`config.mk`:
```
export PLATFORM = sky130hd
export DESIGN_NAME = calc1_port_driver
export DESIGN_NICKNAME = d
export VERILOG_FILES = /design/src/rtl/calc1_port_driver.sv
export SDC_FILE = /design/constraint.sdc
export NUM_CORES = 1
export LEC_CHECK = 0
export CAP_MARGIN = 20
export CORE_MARGIN = 2
export CORE_UTILIZATION = 41
export DETAILED_ROUTE_END_ITERATION = 8
export PLACE_DENSITY = 0.79
export SKIP_CTS_REPAIR_TIMING = 1
export SLEW_MARGIN = 20
export SYNTH_ARGS = -nofsm -noshare
export SYNTH_HDL_FRONTEND = slang
export SYNTH_SLANG_ARGS = --single-unit
export TNS_END_PERCENT = 20
```
`constraint.sdc`:
```
create_clock -name c_clk -period 3.4 [get_ports c_clk]
set_input_delay 0.85 -clock c_clk [delete_from_list [all_inputs] [get_ports c_clk]]
set_output_delay 0.85 -clock c_clk [all_outputs]
set_load 0.005 [all_outputs]
```
`src/rtl/calc1_port_driver.sv`:
```
// calc1_port_driver
// Upstream request stage for a single calc1 request port. It takes one
// complete operation (cmd, operand1, operand2) on a valid/ready interface and
// drives it onto calc1's two-cycle request bus: cmd with operand1, then
// operand2. It then waits for the out_respN/out_dataN reply and holds the
// result on a valid/ready interface until it is taken. Only one operation is
// outstanding at a time. If calc1 does not answer within TIMEOUT_CYCLES
// cycles, the block produces a timeout result. All outputs are registered.

module calc1_port_driver #(
  // Cycles spent in WAIT_RESP before giving up (legal range 2..255).
  parameter int unsigned TIMEOUT_CYCLES = 64
) (
  input  logic        c_clk,
  input  logic        reset,
  // operation intake
  input  logic        op_valid,
  output logic        op_ready,
  input  logic [3:0]  op_cmd,
  input  logic [31:0] op_data1,
  input  logic [31:0] op_data2,
  // calc1 request bus
  output logic [3:0]  req_cmd_out,
  output logic [31:0] req_data_out,
  // calc1 response bus
  input  logic [1:0]  resp_in,
  input  logic [31:0] data_in,
  // result delivery
  output logic        res_valid,
  input  logic        res_ready,
  output logic [1:0]  res_resp,
  output logic [31:0] res_data,
  output logic        res_timeout,
  output logic        spurious
);

  typedef enum logic [2:0] {
    IDLE,
    SEND1,
    SEND2,
    WAIT_RESP,
    HOLD
  } state_e;

  // calc1 response codes
  localparam logic [1:0] RESP_NONE = 2'd0;
  localparam logic [1:0] RESP_OK   = 2'd1;

  // The last timer value that is still inside the wait window.
  localparam logic [7:0] TIMER_LAST = 8'(TIMEOUT_CYCLES - 1);

  state_e      state_q;
  logic        op_ready_q;
  logic [3:0]  req_cmd_q;
  logic [31:0] req_data_q;
  logic [31:0] op_data2_q;
  logic [7:0]  timer_q;
  logic        res_valid_q;
  logic [1:0]  res_resp_q;
  logic [31:0] res_data_q;
  logic        res_timeout_q;
  logic        spurious_q;

  logic        resp_seen;
  logic        timer_expired;
  logic        accept;
  logic        spurious_d;
  logic [1:0]  cap_resp_d;
  logic [31:0] cap_data_d;
  logic        cap_timeout_d;

  // Decode the reply and prepare the values captured when WAIT_RESP ends.
  // A response on the final timer cycle wins because only resp_in selects
  // the captured values. Timeout produces code 0, data 0 and the timeout flag.
  always_comb begin
    // NOTE: every signal gets a default first so no path leaves it unassigned; a missing default here would infer a latch.
    resp_seen     = 1'b0;
    timer_expired = 1'b0;
    accept        = 1'b0;
    spurious_d    = spurious_q;
    cap_resp_d    = RESP_NONE;
    cap_data_d    = '0;
    cap_timeout_d = 1'b0;

    resp_seen     = (resp_in != RESP_NONE);
    timer_expired = (timer_q == TIMER_LAST);
    accept        = (state_q == IDLE) && op_valid && op_ready_q;

    // Any reply outside the wait window is flagged and kept until reset.
    if (resp_seen && (state_q != WAIT_RESP)) begin
      spurious_d = 1'b1;
    end

    cap_resp_d    = resp_in;
    cap_data_d    = (resp_in == RESP_OK) ? data_in : 32'd0;
    cap_timeout_d = !resp_seen;
  end

  // Hold the second operand for the SEND2 beat; it is consumed only after an accept.
  // NOTE: this is a pure data-holding register that is always written before it is read, so it has no reset and stays out of the reset fan-out.
  always_ff @(posedge c_clk) begin
    if (accept) begin
      op_data2_q <= op_data2;
    end
  end

  // Request/response sequencer. Every output is a register that is updated here.
  always_ff @(posedge c_clk) begin
    // NOTE: all sequential state uses non-blocking assignment, so each branch reads the pre-edge values of the registers.
    if (reset) begin
      state_q       <= IDLE;
      op_ready_q    <= 1'b0;
      req_cmd_q     <= 4'd0;
      req_data_q    <= 32'd0;
      timer_q       <= 8'd0;
      res_valid_q   <= 1'b0;
      res_resp_q    <= RESP_NONE;
      res_data_q    <= 32'd0;
      res_timeout_q <= 1'b0;
      spurious_q    <= 1'b0;
    end else begin
      spurious_q <= spurious_d;

      case (state_q)
        IDLE: begin
          if (accept) begin
            // Beat 1: command with the first operand.
            op_ready_q <= 1'b0;
            req_cmd_q  <= op_cmd;
            req_data_q <= op_data1;
            state_q    <= SEND1;
          end else begin
            op_ready_q <= 1'b1;
          end
        end

        SEND1: begin
          // Beat 2: command cleared, second operand.
          req_cmd_q  <= 4'd0;
          req_data_q <= op_data2_q;
          state_q    <= SEND2;
        end

        SEND2: begin
          // Release the bus and start the response timer from zero.
          req_cmd_q  <= 4'd0;
          req_data_q <= 32'd0;
          timer_q    <= 8'd0;
          state_q    <= WAIT_RESP;
        end

        WAIT_RESP: begin
          if (resp_seen || timer_expired) begin
            res_valid_q   <= 1'b1;
            res_resp_q    <= cap_resp_d;
            res_data_q    <= cap_data_d;
            res_timeout_q <= cap_timeout_d;
            state_q       <= HOLD;
          end else begin
            // The timeout fires before the counter can reach its top value, so it never wraps.
            timer_q <= timer_q + 8'd1;
          end
        end

        HOLD: begin
          // The result stays stable until the consumer takes it; the next accept can happen one cycle later.
          if (res_valid_q && res_ready) begin
            res_valid_q <= 1'b0;
            op_ready_q  <= 1'b1;
            state_q     <= IDLE;
          end
        end

        default: begin
          op_ready_q <= 1'b0;
          state_q    <= IDLE;
        end
      endcase
    end
  end

  assign op_ready     = op_ready_q;
  assign req_cmd_out  = req_cmd_q;
  assign req_data_out = req_data_q;
  assign res_valid    = res_valid_q;
  assign res_resp     = res_resp_q;
  assign res_data     = res_data_q;
  assign res_timeout  = res_timeout_q;
  assign spurious     = spurious_q;

endmodule

```
# Yosys cells after proc, flatten, opt, wreduce, memory -nomap -nowiden
# Index checks and enable logic that the tools add are counted.
[totals] out_inout_bits=74 input_bits=106 register_bits=117 elab_cells=62
[classes] bitwise=1 eq_ne=11 mux=17 reduce_logical=21 n_addsub=1
[op_table] operator="case mux 32 bit (3 select lines)" count=1
[op_table] operator="two-way mux 32 bit" count=2
[op_table] operator="case mux 8 bit (2 select lines)" count=1
[op_table] operator="case mux 3 bit (5 select lines)" count=1
[op_table] operator="AND reduction 2 bit" count=5
[op_table] operator="two-way mux 3 bit" count=3
[op_table] operator="adder 8 x 1 -> 8 bit, second input constant" count=1
[op_table] operator="== test 8 x 6 -> 1 bit, second input constant" count=1
[op_table] operator="two-way mux 8 bit" count=1
[op_table] operator="!= test 2 bit, second input constant" count=4
[op_table] operator="case mux 4 bit (2 select lines)" count=1
[op_table] operator="nonzero test 2 bit" count=4
[op_table] operator="== test 3 x 2 -> 1 bit, second input constant" count=2
[op_table] operator="AND reduction 3 bit" count=2
[op_table] operator="logical AND 1 bit" count=4
[op_table] operator="two-way mux 1 bit" count=4
[op_table] operator="two-way mux 4 bit" count=1
[op_table] operator="== test 3 x 1 -> 1 bit, second input constant" count=1
[op_table] operator="== test 3 bit, second input constant" count=1
[op_table] operator="logical NOT 3 bit" count=1
[op_table] operator="!= test 3 x 2 -> 1 bit, second input constant" count=1
[op_table] operator="case mux 1 bit (3 select lines)" count=1
[op_table] operator="nonzero test 3 bit" count=1
[op_table] operator="OR reduction 3 bit" count=1
[op_table] operator="other kinds (6)" count=6

# Longest topological paths before layout
# Gate-level depths: netlist of run 1.
[logic_depth] word_depth=5 mapped_depth=7 mapped_depth_nobuf=5

# Worst setup path before layout of run 1
# OpenSTA, ideal clock, no wires.
[synth_path] kind="in2reg" from="in op_valid" to="reg req_cmd_q[0], in the netlist req_cmd_out[0]" path_stages=4 path_buffers=0 path_slack_ns=-0.016 arrival_ns=3.343 setup_ns=0.074 cell_sequence="nand2_1 -> nor4_2 -> a22oi_1 -> nor2_1"
[synth_via] elab_chain_len=4
[synth_lines] item="start, declared" line_no="17" source="input logic op_valid,"
[synth_lines] item="logical AND 1 bit (2 in a row)" line_no="87" source="accept = (state_q == IDLE) && op_valid && op_ready_q;"
[synth_lines] item="named net accept" line_no="66" source="logic accept;"
[synth_lines] item="!= test 2 bit (no line)"
[synth_lines] item="AND reduction 2 bit (no line)"
[synth_lines] item="end signal, assigned" line_no="129" source="req_cmd_q <= op_cmd;"
[synth_lines] item="end, declared" line_no="54" source="logic [3:0] req_cmd_q;"
# The timed path passes the listed nets, and every way through them passes these cells.
# A chain may end at the register's enable or synchronous reset.

# Final worst setup path of run 1
[layout_path] from="in op_valid" to="reg req_data_q[15], in the netlist req_data_out[15]"
[layout_via] elab_chain_len=4
[layout_lines] item="logical AND 1 bit (2 in a row)" line_no="87"
[layout_lines] item="!= test 2 bit (no line)"
[layout_lines] item="AND reduction 2 bit (no line)"
[layout_lines] item="end signal, assigned" line_no="130" source="req_data_q <= op_data1;"
[layout_lines] item="end signal, assigned" line_no="140" source="req_data_q <= op_data2_q;"
[layout_lines] item="end, declared" line_no="55" source="logic [31:0] req_data_q;"
# Every way passes these cells.

==> results of run 1 <==
## flip-flops by register name, summed over array words and instances, names as in the netlist
name and flops:
op_data2_q 32, req_data_out 32, res_data 32, timer_q 8, req_cmd_out 4, state_q 3
res_resp 2, op_ready 1, res_timeout 1, res_valid 1, spurious 1
## layer usage
| metal | part of all wire, % | vias to the layer above | wire (um) |
|---|---|---|---|
| met5 | 0 | - | 0 |
| met3 | 11 | 14 | 1530 |
| met2 | 46 | 187 | 6330 |
| met4 | 1.2 | 0 | 163 |
| li1 | - | 2015 | - |
| met1 | 42 | 1986 | 5700 |
## cell families (layout without fill, tap and decap cells)
logic type                 Yosys count  count (layout)  synth area share, %
muxes                                1               1                0.224
buffers and inverters               47             223                 5.37
adders and majority gates            1               1                0.249
and+or+nand+nor                    176             176                 22.5
DFF                                117             117                 52.9
xor gates and xnor gates             1               1                0.174
AOI/OAI and AO/OA                  105             105                 18.6
## layout make-up
| cell class | count | area (um^2) |
|---|---|---|
| repair buffers | 186 | 1840 |
| fillers | 964 | 4590 |
| clock inverters | 11 | 91.3 |
| multi-input cells | 284 | 2120 |
| well taps | 147 | 184 |
| clock buffers | 21 | 503 |
| inverters | 5 | 18.8 |
| flip-flops and latches | 117 | 2660 |
## where the power goes
| part | internal, mW | total, mW | switching [mW] |
|---|---|---|---|
| Sequential | 1.57 | 1.65 | 0.0792 |
| Combinational | 0.442 | 0.882 | 0.440 |
| Clock | 1.13 | 1.77 | 0.641 |
| Total | 3.14 | 4.30 | 1.16 |
## synthesized netlist by cell type (7+ instances only)
master    number  share of area [%]
nand3_1        7               0.70
nand2b_1      36                4.5
nor3_2        31                6.2
o21ai_0       38                3.8
nand4_1       32                4.0
buf_6          8                1.8
nor2_1        44                3.3
a221oi_2      30                9.0
clkbuf_1      19                1.4
dfxtp_1       85                 34
edfxtp_1      32                 19
buf_2          8               0.80
nand2_1        8               0.60
## metrics by stage
step | cells | util, % | hold slack [ps] | cell area, um^2 | setup WS (ps)
2_1_floorplan | 448 | - | 460 | 5040 | 844
3_3_place_gp | 739 | 56.8 | 451 | 6830 | 657
3_5_place_dp | 739 | 56.8 | 466 | 6830 | 579
4_1_cts | 771 | 61.8 | 478 | 7420 | 1020
5_1_grt | 771 | 61.8 | 491 | 7420 | 789
6_report | 771 | 61.8 | 476 | 7420 | 1020
## how the worst max path moves through the flow
stage | startpoint | endpoint | cells after the start
6_report | op_valid | req_data_out[15] | 5
5_1_grt | resp_in[1] | res_data[30] | 5
4_1_cts | resp_in[1] | res_data[30] | 5
3_5_place_dp | resp_in[1] | res_data[31] | 5
2_1_floorplan | op_valid | req_cmd_out[0] | 4
3_3_place_gp | op_valid | req_data_out[16] | 5
## worst register-to-register path, cell delays in order, from the launching register on
cell and delay (ps):
dfxtp_1 790, nand2b_2 980, a221oi_1 260, nor3_1 210
==> flow_summary.json, run 1 <==
{
  "status": "finished clean",
  "totalWireLength_mm": 13.7,
  "drc": 0,
  "ys_seq_area_share_pct": 52.9,
  "antenna_cells": 0,
  "overflow": 0,
  "critPathCaptureType": "flip-flop",
  "cts-root-buf": "clkbuf_16",
  "slowest_stage": "a211o_2",
  "ios": 180,
  "finalSetupTns_ps": 0,
  "async_reset_ff_share_pct": 0,
  "synthFlopType": "dfxtp_1",
  "whs_path_depth": 2,
  "crit_fanout": 36,
  "clockBufferDepth": 2,
  "layout_commonest_cell": "clkdlybuf4s50_1",
  "synth-seq-cells": 117,
  "rr_endpoint": "req_data_out[15]",
  "row_count": 40,
  "viasPerCell": 5.45,
  "portBuffers": 179,
  "grt_pass1_wl_mm": 21.5,
  "start_util_pct": 41.9,
  "holdPathEnd": "res_data[9]",
  "path_cells": "clkdlybuf4s50_1 -> nand2_1 -> a211o_2 -> a221oi_1 -> nor3_1",
  "max_freq_ghz": 0.419,
  "ff2ff_path_depth": 3,
  "worstSetupStartpointType": "input port",
  "hold_viol_final": 0,
  "die-width_um": 115,
  "r2r_start": "state_q[2]",
  "yosysUniqueCellTypes": 51,
  "rsz0062_at_grt": "false",
  "syn2layout_area_growth_pct": 47.5,
  "numCtsBuffers": 17,
  "cts-htree-levels": 4,
  "dr.pass1.iters": 4,
  "syn_avg_cell_area_um2": 11.2,
  "syn-num-nets": 555,
  "crit_arrival_ps": 2640,
  "nNetsFinal": 718,
  "path_clk_slew_ps": 60,
  "grt_pass1_vias": 4260,
  "crit_buf_inv": 1,
  "finalSetupViolCount": 0,
  "critPathKind": "in -> reg",
  "layout_common_cells": "clkdlybuf4s50_1 (178), dfxtp_1 (85), nor2_1 (43)",
  "dp_hpwl_mm": 8.80,
  "cts_num_sinks": 117,
  "drtIter0Drc": 287,
  "synth-edff-count": 32,
  "grt_usage_pct": 21.1,
  "dr_total_vias": 4202,
  "grt_use_met2_pct": 34.3,
  "grtUsageMet1_pct": 24.7,
  "design.core.area_um2": 12000,
  "drive_above_1_share_pct": 18.8,
  "tritoncts": "done",
  "grt.met3_usage_pct": 10.4,
  "critPathTopFamily": "compound AO/OA/AOI/OAI gates",
  "antenna_found_initial": 0,
  "finalPower_mw": 4.30,
  "hp-start": "res_data[9]",
  "final.period_utilization_pct": 70.1,
  "power.density_nw_per_um2": 579,
  "final.min_clock_period_ps": 2380,
  "worst_ep_required_time_ps": 3660,
  "routabilityCongestion": 0.756,
  "reg2reg_setup_slack_ps": 1080,
  "max-slew-margin-rel_pct": 27.1,
  "grt_max_degree": 87,
  "cpPeakStageDelay_ps": 700,
  "tightest_slew_ps": 1090,
  "ant_nets": 0,
  "die_h_um": 115,
  "final-max-slew-violation-count": 0,
  "synth_area_um2": 5030,
  "routedWlPerCell_um": 17.8,
  "busiest_layer": "met2",
  "min_path_type": "reg -> reg",
  "drv_cap": 0,
  "ys_warn_count": 0,
  "die-area_um2": 13200,
  "ir_drop_uv": 378,
  "clock_latency_ps": 420,
  "syn_inst": 448,
  "final.setup_skew_ps": 6.74,
  "p_leak_nw": 2.53
}
Note: power is estimated with default switching activity, not from simulation.
==> inputs of run 2 (changes only) <==
- CORE_UTILIZATION: 41 -> 45
- PLACE_DENSITY: 0.79 -> 0.82
- clock period: 3.4 -> 2.2 ns (I/O delays scaled with it)
==> flow_summary.json, run 2 (same netlist as run 1, synthesis figures left out) <==
{
  "antenna_cells": 0,
  "dr_total_vias": 4308,
  "drc": 0,
  "power.density_nw_per_um2": 872,
  "layout_common_cells": "clkdlybuf4s50_1 (178), dfxtp_1 (84), nor2_1 (43)",
  "critPathKind": "reg -> out",
  "layout_setup_ws_ps": 93.9,
  "finalSetupViolCount": 0,
  "syn2layout_area_growth_pct": 50.7,
  "routedWlPerCell_um": 17.5,
  "viasPerCell": 5.56,
  "design.core.area_um2": 10900,
  "final.period_utilization_pct": 95.7,
  "dp_cells": 743,
  "die-width_um": 110,
  "slowest_stage": "clkdlybuf4s50_1",
  "final.min_clock_period_ps": 2110,
  "routabilityCongestion": 0.745,
  "antenna_found_initial": 0,
  "worst_ep_required_time_ps": 1650,
  "clockBufferDepth": 2,
  "max-slew-margin-rel_pct": 61.7,
  "dr.pass1.iters": 4,
  "grt_usage_pct": 23.3,
  "place_area_um2": 7010,
  "crit_fanout": 3,
  "finalPower_mw": 6.61,
  "die_h_um": 110,
  "overflow": 0,
  "critPathCaptureType": "output pin",
  "drtIter0Drc": 272,
  "rsz0062_at_grt": "false",
  "dp_hpwl_mm": 9.22,
  "nNetsFinal": 729,
  "pre_cts_slack_ps": -2.50,
  "status": "finished clean",
  "crit_buf_inv": 1,
  "min_path_type": "in -> reg",
  "final-max-slew-violation-count": 0,
  "grt_pass1_vias": 4268,
  "cts-root-buf": "clkbuf_8",
  "ir_drop_uv": 563,
  "final.setup_skew_ps": 7.25,
  "max_freq_ghz": 0.475,
  "crit_arrival_ps": 1560,
  "worstSetupStartpointType": "flip-flop",
  "drive_above_1_share_pct": 20.2,
  "hold_ws_ps": 458,
  "die-area_um2": 12000,
  "tritoncts": "done",
  "portBuffers": 179,
  "cts_num_sinks": 117,
  "fin_cells": 775,
  "cpPeakStageDelay_ps": 580,
  "numCtsBuffers": 17,
  "drv_cap": 0,
  "p_leak_nw": 2.60,
  "path_clk_slew_ps": 60,
  "totalWireLength_mm": 13.6,
  "grt_pass1_wl_mm": 21.5,
  "grt_max_degree": 87,
  "cts-htree-levels": 4,
  "layout_commonest_cell": "clkdlybuf4s50_1",
  "ios": 180,
  "tightest_slew_ps": 574,
  "fin_area_um2": 7590,
  "hold_viol_final": 0,
  "critPathTopFamily": "buffers and inverters",
  "clock_latency_ps": 510,
  "ant_nets": 0,
  "row_count": 38,
  "path_cells": "clkdlybuf4s50_1",
  "start_util_pct": 46.2
}
run 2: cell count changes in the layout (fill, tap and decap cells not counted), sizes merged:
cell / before / now
clkinvlp: 1 / 0
inv: 9 / 6
clkbuf: 21 / 25
buf: 8 / 19
run 2: area by class of cell:
cell class                      count  area, um^2
Clock buffer                       25         515
Clock inverter                      7        65.1
Fill cell                         832        3300
Inverter                            5        18.8
Multi-Input combinational cell    284        2140
Sequential cell                   117        2660
Tap cell                          140         175
Timing Repair Buffer              197        2010
run 2: final timing paths:
check | end | from | slack [ps] | cells past startpoint
worst max-delay path | op_ready | op_ready | 90 | 1
worst min-delay path | res_resp[0] | reset | 460 | 3
worst max register to register | req_data_out[15] | state_q[1] | 240 | 5
worst min register to register | res_timeout | res_timeout | 460 | 1
run 2: power breakdown:
part	internal (mW)	switching [mW]	leakage, nW	total [mW]
combinational	0.745	0.691	1.32	1.44
sequential	2.43	0.124	0.988	2.55
clock	1.71	0.917	0.293	2.63
total	4.88	1.73	2.60	6.61
run 2: per-layer routing:
metal | track usage (%) | share of wire (%)
met5 | 0 | 0
met4 | 7.87 | 0.97
met3 | 10.3 | 11
met2 | 38.0 | 48
met1 | 27.3 | 39
run 2: per-stage QoR:
stage | TNS [ps] | util [%]
floorplan | -0.502 | -
CTS | 0 | 69.7
global route | 0 | 69.7
detailed placement | -2.50 | 64.3
global placement | 0 | 64.3
finish | 0 | 69.7
run 2: worst register-to-register path, stage by stage, from the launching register on:
cell and delay (ps):
dfxtp_1 680, nor2_2 180, a211o_2 400, buf_12 200
a221oi_1 290, nor3_1 90
==> inputs of run 3 (changes only) <==
- CTS_CLUSTER_SIZE: default -> 16
==> results of run 3 <==
Final layout, timing and power as in run 2 (identical DEF).
